==> src/rtl/ps2_rx_fifo_if.sv <==
// ps2_rx_fifo_if: PS/2 pins, pop/clear strobes and FIFO status for the PS/2 receive port.
interface ps2_rx_fifo_if #(parameter int DEPTH = 8);
  logic ps2_clk;
  logic ps2_data;
  logic rd;
  logic clr_err;
  logic [7:0] dato;
  logic vacio;
  logic lleno;
  logic [$clog2(DEPTH):0] count;
  logic error;
  logic ovf;
  modport master (
    output ps2_clk, ps2_data, rd, clr_err,
    input  dato, vacio, lleno, count, error, ovf
  );
  modport slave (
    input  ps2_clk, ps2_data, rd, clr_err,
    output dato, vacio, lleno, count, error, ovf
  );
endinterface

==> src/rtl/ps2_rx_fifo.sv <==
// ps2_rx_fifo: PS/2 frame deserialiser feeding a show-ahead scan-code FIFO.
module ps2_rx_fifo #(
  parameter int DEPTH   = 8,
  parameter int TIMEOUT = 2000
) (
  input logic clk,
  input logic reset,
  ps2_rx_fifo_if.slave bus
);
  localparam int AW = $clog2(DEPTH);
  localparam int TW = $clog2(TIMEOUT + 1);
  typedef enum logic [1:0] {IDLE, DATA, PARITY, STOP} state_t;
  state_t r_st;
  logic r_c1, r_c2, r_cp, r_d1, r_d2;
  logic [2:0] r_bit;
  logic [7:0] r_byte;
  logic r_perr;
  logic [TW-1:0] r_tmo;
  logic r_push;
  logic r_error, r_ovf;
  logic [7:0] r_mem [DEPTH];
  logic [AW-1:0] r_wptr, r_rptr;
  logic [AW:0] r_count;
  logic w_fe, w_empty, w_full, w_pop, w_acc;
  assign w_fe    = r_cp & ~r_c2;
  assign w_empty = r_count == '0;
  assign w_full  = r_count == (AW+1)'(DEPTH);
  assign w_pop   = bus.rd & ~w_empty;
  assign w_acc   = r_push & (~w_full | bus.rd);
  always_ff @(posedge clk) begin
    if (reset) begin
      {r_c1, r_c2, r_cp, r_d1, r_d2} <= '1;
      r_st    <= IDLE;
      r_bit   <= '0;
      r_tmo   <= '0;
      r_push  <= 1'b0;
      r_error <= 1'b0;
    end else begin
      {r_c1, r_c2, r_cp} <= {bus.ps2_clk, r_c1, r_c2};
      {r_d1, r_d2} <= {bus.ps2_data, r_d1};
      r_push <= 1'b0;
      r_tmo <= (w_fe || r_st == IDLE) ? '0 : r_tmo + 1'b1;
      if (bus.clr_err) r_error <= 1'b0;
      if (r_st != IDLE && !w_fe && r_tmo == TW'(TIMEOUT)) r_st <= IDLE;
      else if (w_fe)
        case (r_st)
          IDLE: if (!r_d2) begin
            r_st  <= DATA;
            r_bit <= '0;
          end
          DATA: begin
            r_byte <= {r_d2, r_byte[7:1]};
            r_bit  <= r_bit + 1'b1;
            if (r_bit == 3'd7) r_st <= PARITY;
          end
          PARITY: begin
            r_perr <= ~(^r_byte ^ r_d2);
            r_st   <= STOP;
          end
          STOP: begin
            r_st <= IDLE;
            if (r_d2 && !r_perr) r_push <= 1'b1;
            else r_error <= 1'b1;
          end
        endcase
    end
  end
  // r_byte holds the completed frame until the next DATA bit, so the push can use it a cycle late
  always_ff @(posedge clk) begin
    if (w_acc) r_mem[r_wptr] <= r_byte;
  end
  always_ff @(posedge clk) begin
    if (reset) begin
      r_wptr  <= '0;
      r_rptr  <= '0;
      r_count <= '0;
      r_ovf   <= 1'b0;
    end else begin
      if (w_acc) r_wptr <= r_wptr + 1'b1;
      if (w_pop) r_rptr <= r_rptr + 1'b1;
      r_count <= r_count + (AW+1)'(w_acc) - (AW+1)'(w_pop);
      r_ovf   <= (r_push & ~w_acc) | (r_ovf & ~bus.clr_err);
    end
  end
  assign bus.dato  = w_empty ? 8'h00 : r_mem[r_rptr];
  assign bus.vacio = w_empty;
  assign bus.lleno = w_full;
  assign bus.count = r_count;
  assign bus.error = r_error;
  assign bus.ovf   = r_ovf;
endmodule

==> src/flat_wrapper.sv <==
// flat-port wrapper written by rule: the top's interface ports become plain ports
module ps2_rx_fifo_flat 
#(
  parameter int DEPTH   = 8,
  parameter int TIMEOUT = 2000
)
  (clk, reset, bus_ps2_clk, bus_ps2_data, bus_rd, bus_clr_err, bus_dato, bus_vacio, bus_lleno, bus_count, bus_error, bus_ovf);
  ps2_rx_fifo_if #(.DEPTH(DEPTH)) bus_i ();
  input logic clk;
  input logic reset;
  input wire logic [$bits(bus_i.ps2_clk)-1:0] bus_ps2_clk;
  input wire logic [$bits(bus_i.ps2_data)-1:0] bus_ps2_data;
  input wire logic [$bits(bus_i.rd)-1:0] bus_rd;
  input wire logic [$bits(bus_i.clr_err)-1:0] bus_clr_err;
  output wire logic [$bits(bus_i.dato)-1:0] bus_dato;
  output wire logic [$bits(bus_i.vacio)-1:0] bus_vacio;
  output wire logic [$bits(bus_i.lleno)-1:0] bus_lleno;
  output wire logic [$bits(bus_i.count)-1:0] bus_count;
  output wire logic [$bits(bus_i.error)-1:0] bus_error;
  output wire logic [$bits(bus_i.ovf)-1:0] bus_ovf;
  assign bus_i.ps2_clk = bus_ps2_clk;
  assign bus_i.ps2_data = bus_ps2_data;
  assign bus_i.rd = bus_rd;
  assign bus_i.clr_err = bus_clr_err;
  assign bus_dato = bus_i.dato;
  assign bus_vacio = bus_i.vacio;
  assign bus_lleno = bus_i.lleno;
  assign bus_count = bus_i.count;
  assign bus_error = bus_i.error;
  assign bus_ovf = bus_i.ovf;
  ps2_rx_fifo #(.DEPTH(DEPTH), .TIMEOUT(TIMEOUT)) u_core (.clk(clk), .reset(reset), .bus(bus_i));
endmodule
==> config.mk <==
export PLATFORM = sky130hd
export DESIGN_NAME = ps2_rx_fifo_flat
export DESIGN_NICKNAME = d
export VERILOG_FILES = /design/src/rtl/ps2_rx_fifo_if.sv /design/src/rtl/ps2_rx_fifo.sv /design/src/flat_wrapper.sv
export SDC_FILE = /design/constraint.sdc
export NUM_CORES = 1
export LEC_CHECK = 0
export CAP_MARGIN = 20
export CORE_MARGIN = 2
export CORE_UTILIZATION = 40
export CTS_BUF_LIST = sky130_fd_sc_hd__clkbuf_4
export DETAILED_ROUTE_END_ITERATION = 16
export GPL_ROUTABILITY_DRIVEN = 0
export RECOVER_POWER = 50
export REMOVE_ABC_BUFFERS = 1
export SETUP_SLACK_MARGIN = 0.5
export SLEW_MARGIN = 30
export SYNTH_ARGS = -nofsm -noshare
export SYNTH_HDL_FRONTEND = slang
export SYNTH_SLANG_ARGS = --single-unit
export TNS_END_PERCENT = 50
==> constraint.sdc <==
create_clock -name clk -period 2.7 [get_ports clk]
set_input_delay 0.54 -clock clk [delete_from_list [all_inputs] [get_ports clk]]
set_output_delay 0.54 -clock clk [all_outputs]
set_load 0.01 [all_outputs]
==> flow_metrics.tcl, run 1 <==
set metrics [dict create \
    hp-start "u_core.r_c1$_SDFF_PP1_" \
    synth_edf_count 73 \
    dp_hpwl_um 5406 \
    hold_violations 0 \
    clkTransAtPathRegs_ps 180 \
    min_delay_path_depth 1 \
    io_buffers 21 \
    diodes 0 \
    rr_worst_depth 13 \
    peakVddDrop_mv 0.3181 \
    fmax_mhz 399.5 \
    ys_types 46 \
    r2r-start "u_core.bus.count[2]$_SDFF_PP0_" \
    async_flop_share_pct 0 \
    critPathLaunchType "flip-flop" \
    grt.overflow.total 0 \
    power_leakage_nw 1.848 \
    final_util_pct 49.76 \
    synth-simple-area-share_pct 9.760 \
    layout_min_cycle_time_ps 2503 \
    clock_sinks 110 \
    io-pin-count 22 \
    syn_inst 331 \
    syn2layout_area_growth_pct 19.91 \
    wl_um 8721 \
    cts_buffers 9 \
    endpoint_kind "output port" \
    skew_ps 34.21 \
    antenna_found_initial 0 \
    cp_data_arrival_time_ps 1960 \
    status "completed" \
    fp.dieArea_sq_um 12210 \
    cp.required_ps 2160 \
    grt_pass1_wl_um 14020 \
    synth-xor-area-share_pct 4.025 \
    drt-pass1-iter-count 4 \
    root_buffer "clkbuf_4" \
    worstMarginPinSlew_ps 844.4 \
    grt_pass1_vias 2651 \
    synth_fa_ha_area_share_pct 4.852 \
    die_h_um 110.5 \
    drv_cap 0 \
    synth_compound_area_share_pct 6.066 \
    drcViolationCount 0 \
    ys_seq_elements 110 \
    fp-row-count 38 \
    grt_max_degree 21 \
    ys_seq_area_share_pct 64.63 \
    r2r_slack_ps 330 \
    routedWlPerCell_um 16.49 \
    final_nets 407 \
    synth_top_family_by_area "simple AND/OR/NAND/NOR gates" \
    power_density_nw_per_um2 746.6 \
    vias_per_cell 4.915 \
    min_to "u_core.r_c2$_SDFF_PP1_" \
    synth_flop_cell "edfxtp_1" \
    setup_viol 0 \
    syn_area_sq_um 4538 \
    start_util_pct 41.50 \
    dieWidth_um 110.5 \
    htree_num_levels 3 \
    grt_use_total_pct 14.71 \
    placed_area_sq_um 4964 \
    drt_iter0_drc 115 \
    ys_warn_count 0 \
    antenna_left 0 \
    hp-class "reg2reg" \
    synth_area_per_cell_sq_um 13.71 \
    layout-drive-gt1-share_pct 28.02 \
    hold_slack_ps 441.8 \
    r2r-end "u_core.bus.count[1]$_SDFF_PP0_" \
    worstPathMaxFanout 4 \
    rsz0062_at_grt "true" \
    min_period_over_period_pct 92.72 \
    core_area_sq_um 10940 \
    maxSlewHeadroom_pct 43.71 \
    vias 2600 \
    fin_area_sq_um 5441 \
    critical_path_class "reg2out" \
    maxSlewViolCount 0 \
    clk_latency_ps 470 \
    setup_tns_ps 0 \
    cts_buffer_depth 2 \
    synth_mux_area_share_pct 7.913 \
    cts_tree "built" \
]
==> cells by family (layout without fill, tap and decap cells) <==
family	count (synthesis)	count (layout)
buffers and inverters	27	84
multiplexers	25	25
XOR/XNOR	20	20
adder cells (fa/ha/maj)	17	17
flip-flops	110	110
AND/OR/NAND/NOR	88	89
AO/OA/AOI/OAI	44	44
==> synth_stat cells (2+ instances only) <==
master / instances / area share (%)
a21oi_1: 15 / 1.7
a32oi_1: 2 / 0.39
buf_2: 2 / 0.22
buf_6: 2 / 0.50
clkbuf_1: 6 / 0.50
dfxtp_1: 37 / 16
edfxtp_1: 73 / 48
ha_1: 16 / 4.4
inv_1: 15 / 1.2
mux2_2: 7 / 1.7
mux2i_1: 10 / 2.2
mux4_2: 8 / 4.0
nand2_1: 15 / 1.2
nand2b_1: 5 / 0.69
nand3_1: 9 / 0.99
nand4_1: 2 / 0.28
nor2_1: 27 / 2.2
nor2b_1: 4 / 0.55
nor3_1: 8 / 0.88
o21a_1: 7 / 1.2
o21ai_0: 12 / 1.3
or2_2: 5 / 0.69
or3_1: 4 / 0.55
xnor2_1: 12 / 2.3
xor2_1: 7 / 1.4
==> metrics by stage <==
step | total power (W) | setup WS, ps | instances
after global routing | 0.004270 | 127.8 | 529
after CTS | 0.003963 | 171.3 | 521
after floorplan | 0.002430 | 367.5 | 320
final | 0.004063 | 196.6 | 529
after global placement | 0.002837 | 126.9 | 493
after detailed placement | 0.002844 | 106.2 | 493
==> layout by cell type, fill, tap and decap left out, drive strengths merged, types with 4 or more instances in the layout <==
cell type and instances:
a21oi 16, buf 38, clkbuf 11, clkdlybuf4s50 10, dfxtp 37, edfxtp 73, ha 16, inv 21
mux2 7, mux2i 10, mux4 8, nand2 17, nand2b 5, nand3 9, nor2 27, nor2b 4
nor3 8, o21a 7, o21ai 12, or2 5, or3 4, xnor2 13, xor2 7
==> state kept, by name, summed over array words and instances, names as in the netlist, named ones only <==
register	cells
u_core.r_tmo	11
u_core.r_d1	1
u_core.r_c1	1
u_core.bus.error	1
u_core.r_rptr	3
u_core.r_bit	3
u_core.r_push	1
u_core.bus.ovf	1
u_core.r_perr	1
u_core.bus.count	4
u_core.r_d2	1
u_core.r_wptr	3
u_core.r_byte	8
u_core.r_c2	1
u_core.r_st	2
u_core.r_mem	64
u_core.r_cp	1
==> routing by layer <==
metal  vias up  share of wire, %  track usage (%)
li1       1310                 -                -
met1      1253                47            19.08
met2        26                49            24.62
met3        11               2.1            2.964
met4         0               1.5            5.083
met5         -                 0                0
==> worst max-delay path: stages (launching register included) <==
cell	delay (ps)
dfxtp_2	360
inv_2	70
ha_4	130
or3b_4	440
buf_6	150
o21ai_2	60
a21oi_2	50
o21a_1	110
buf_2	130
==> what timing repair did <==
item | in CTS | in global routing
hold buffers | 0 | 0
buffers inserted | 9 | 8
gates resized for setup | 75 | 18
endpoints found under the setup margin | 18 | 38
pin swaps | 3 | 8
cloned | 3 | 0
==> power by group <==
| group | switching, W | total [W] | internal, W | leakage (nW) |
|---|---|---|---|---|
| logic | 0.000596 | 0.00130 | 0.000703 | 0.805 |
| registers | 0.0000599 | 0.00189 | 0.00183 | 0.957 |
| clock network | 0.000570 | 0.000878 | 0.000308 | 0.0854 |
| total | 0.00123 | 0.00406 | 0.00284 | 1.85 |
==> final cells by class <==
class,instances,area (sq um)
Inverter,16,62.56
Timing Repair Buffer,52,483.0
Sequential cell,110,2939
Clock buffer,9,67.56
Clock inverter,7,87.58
Tap cell,140,175.2
Multi-Input combinational cell,195,1627
Fill cell,965,5494
==> worst max-delay path by stage <==
stage | from | slack, ps | depth (start not counted) | end
floorplan | flip-flop | 370 | 3 | bus_dato[6]
CTS | u_core.bus.count[3]$_SDFF_PP0_ | 170 | 8 | bus_dato[2]
global placement | bus_rd | 130 | 8 | u_core.bus.count[1]$_SDFF_PP0_
detailed placement | bus_rd | 110 | 8 | u_core.bus.count[1]$_SDFF_PP0_
finish | u_core.bus.count[2]$_SDFF_PP0_ | 200 | 8 | bus_dato[0]
global route | u_core.bus.count[2]$_SDFF_PP0_ | 130 | 8 | bus_dato[0]
No activity file was read; power rests on OpenSTA's default activity.
==> run 2, diff against run 1 <==
ABC_CLOCK_PERIOD_IN_PS = 2700   (was not set)
==> results of run 2 <==
The final DEF is identical to that of run 1; final timing and power are the same.
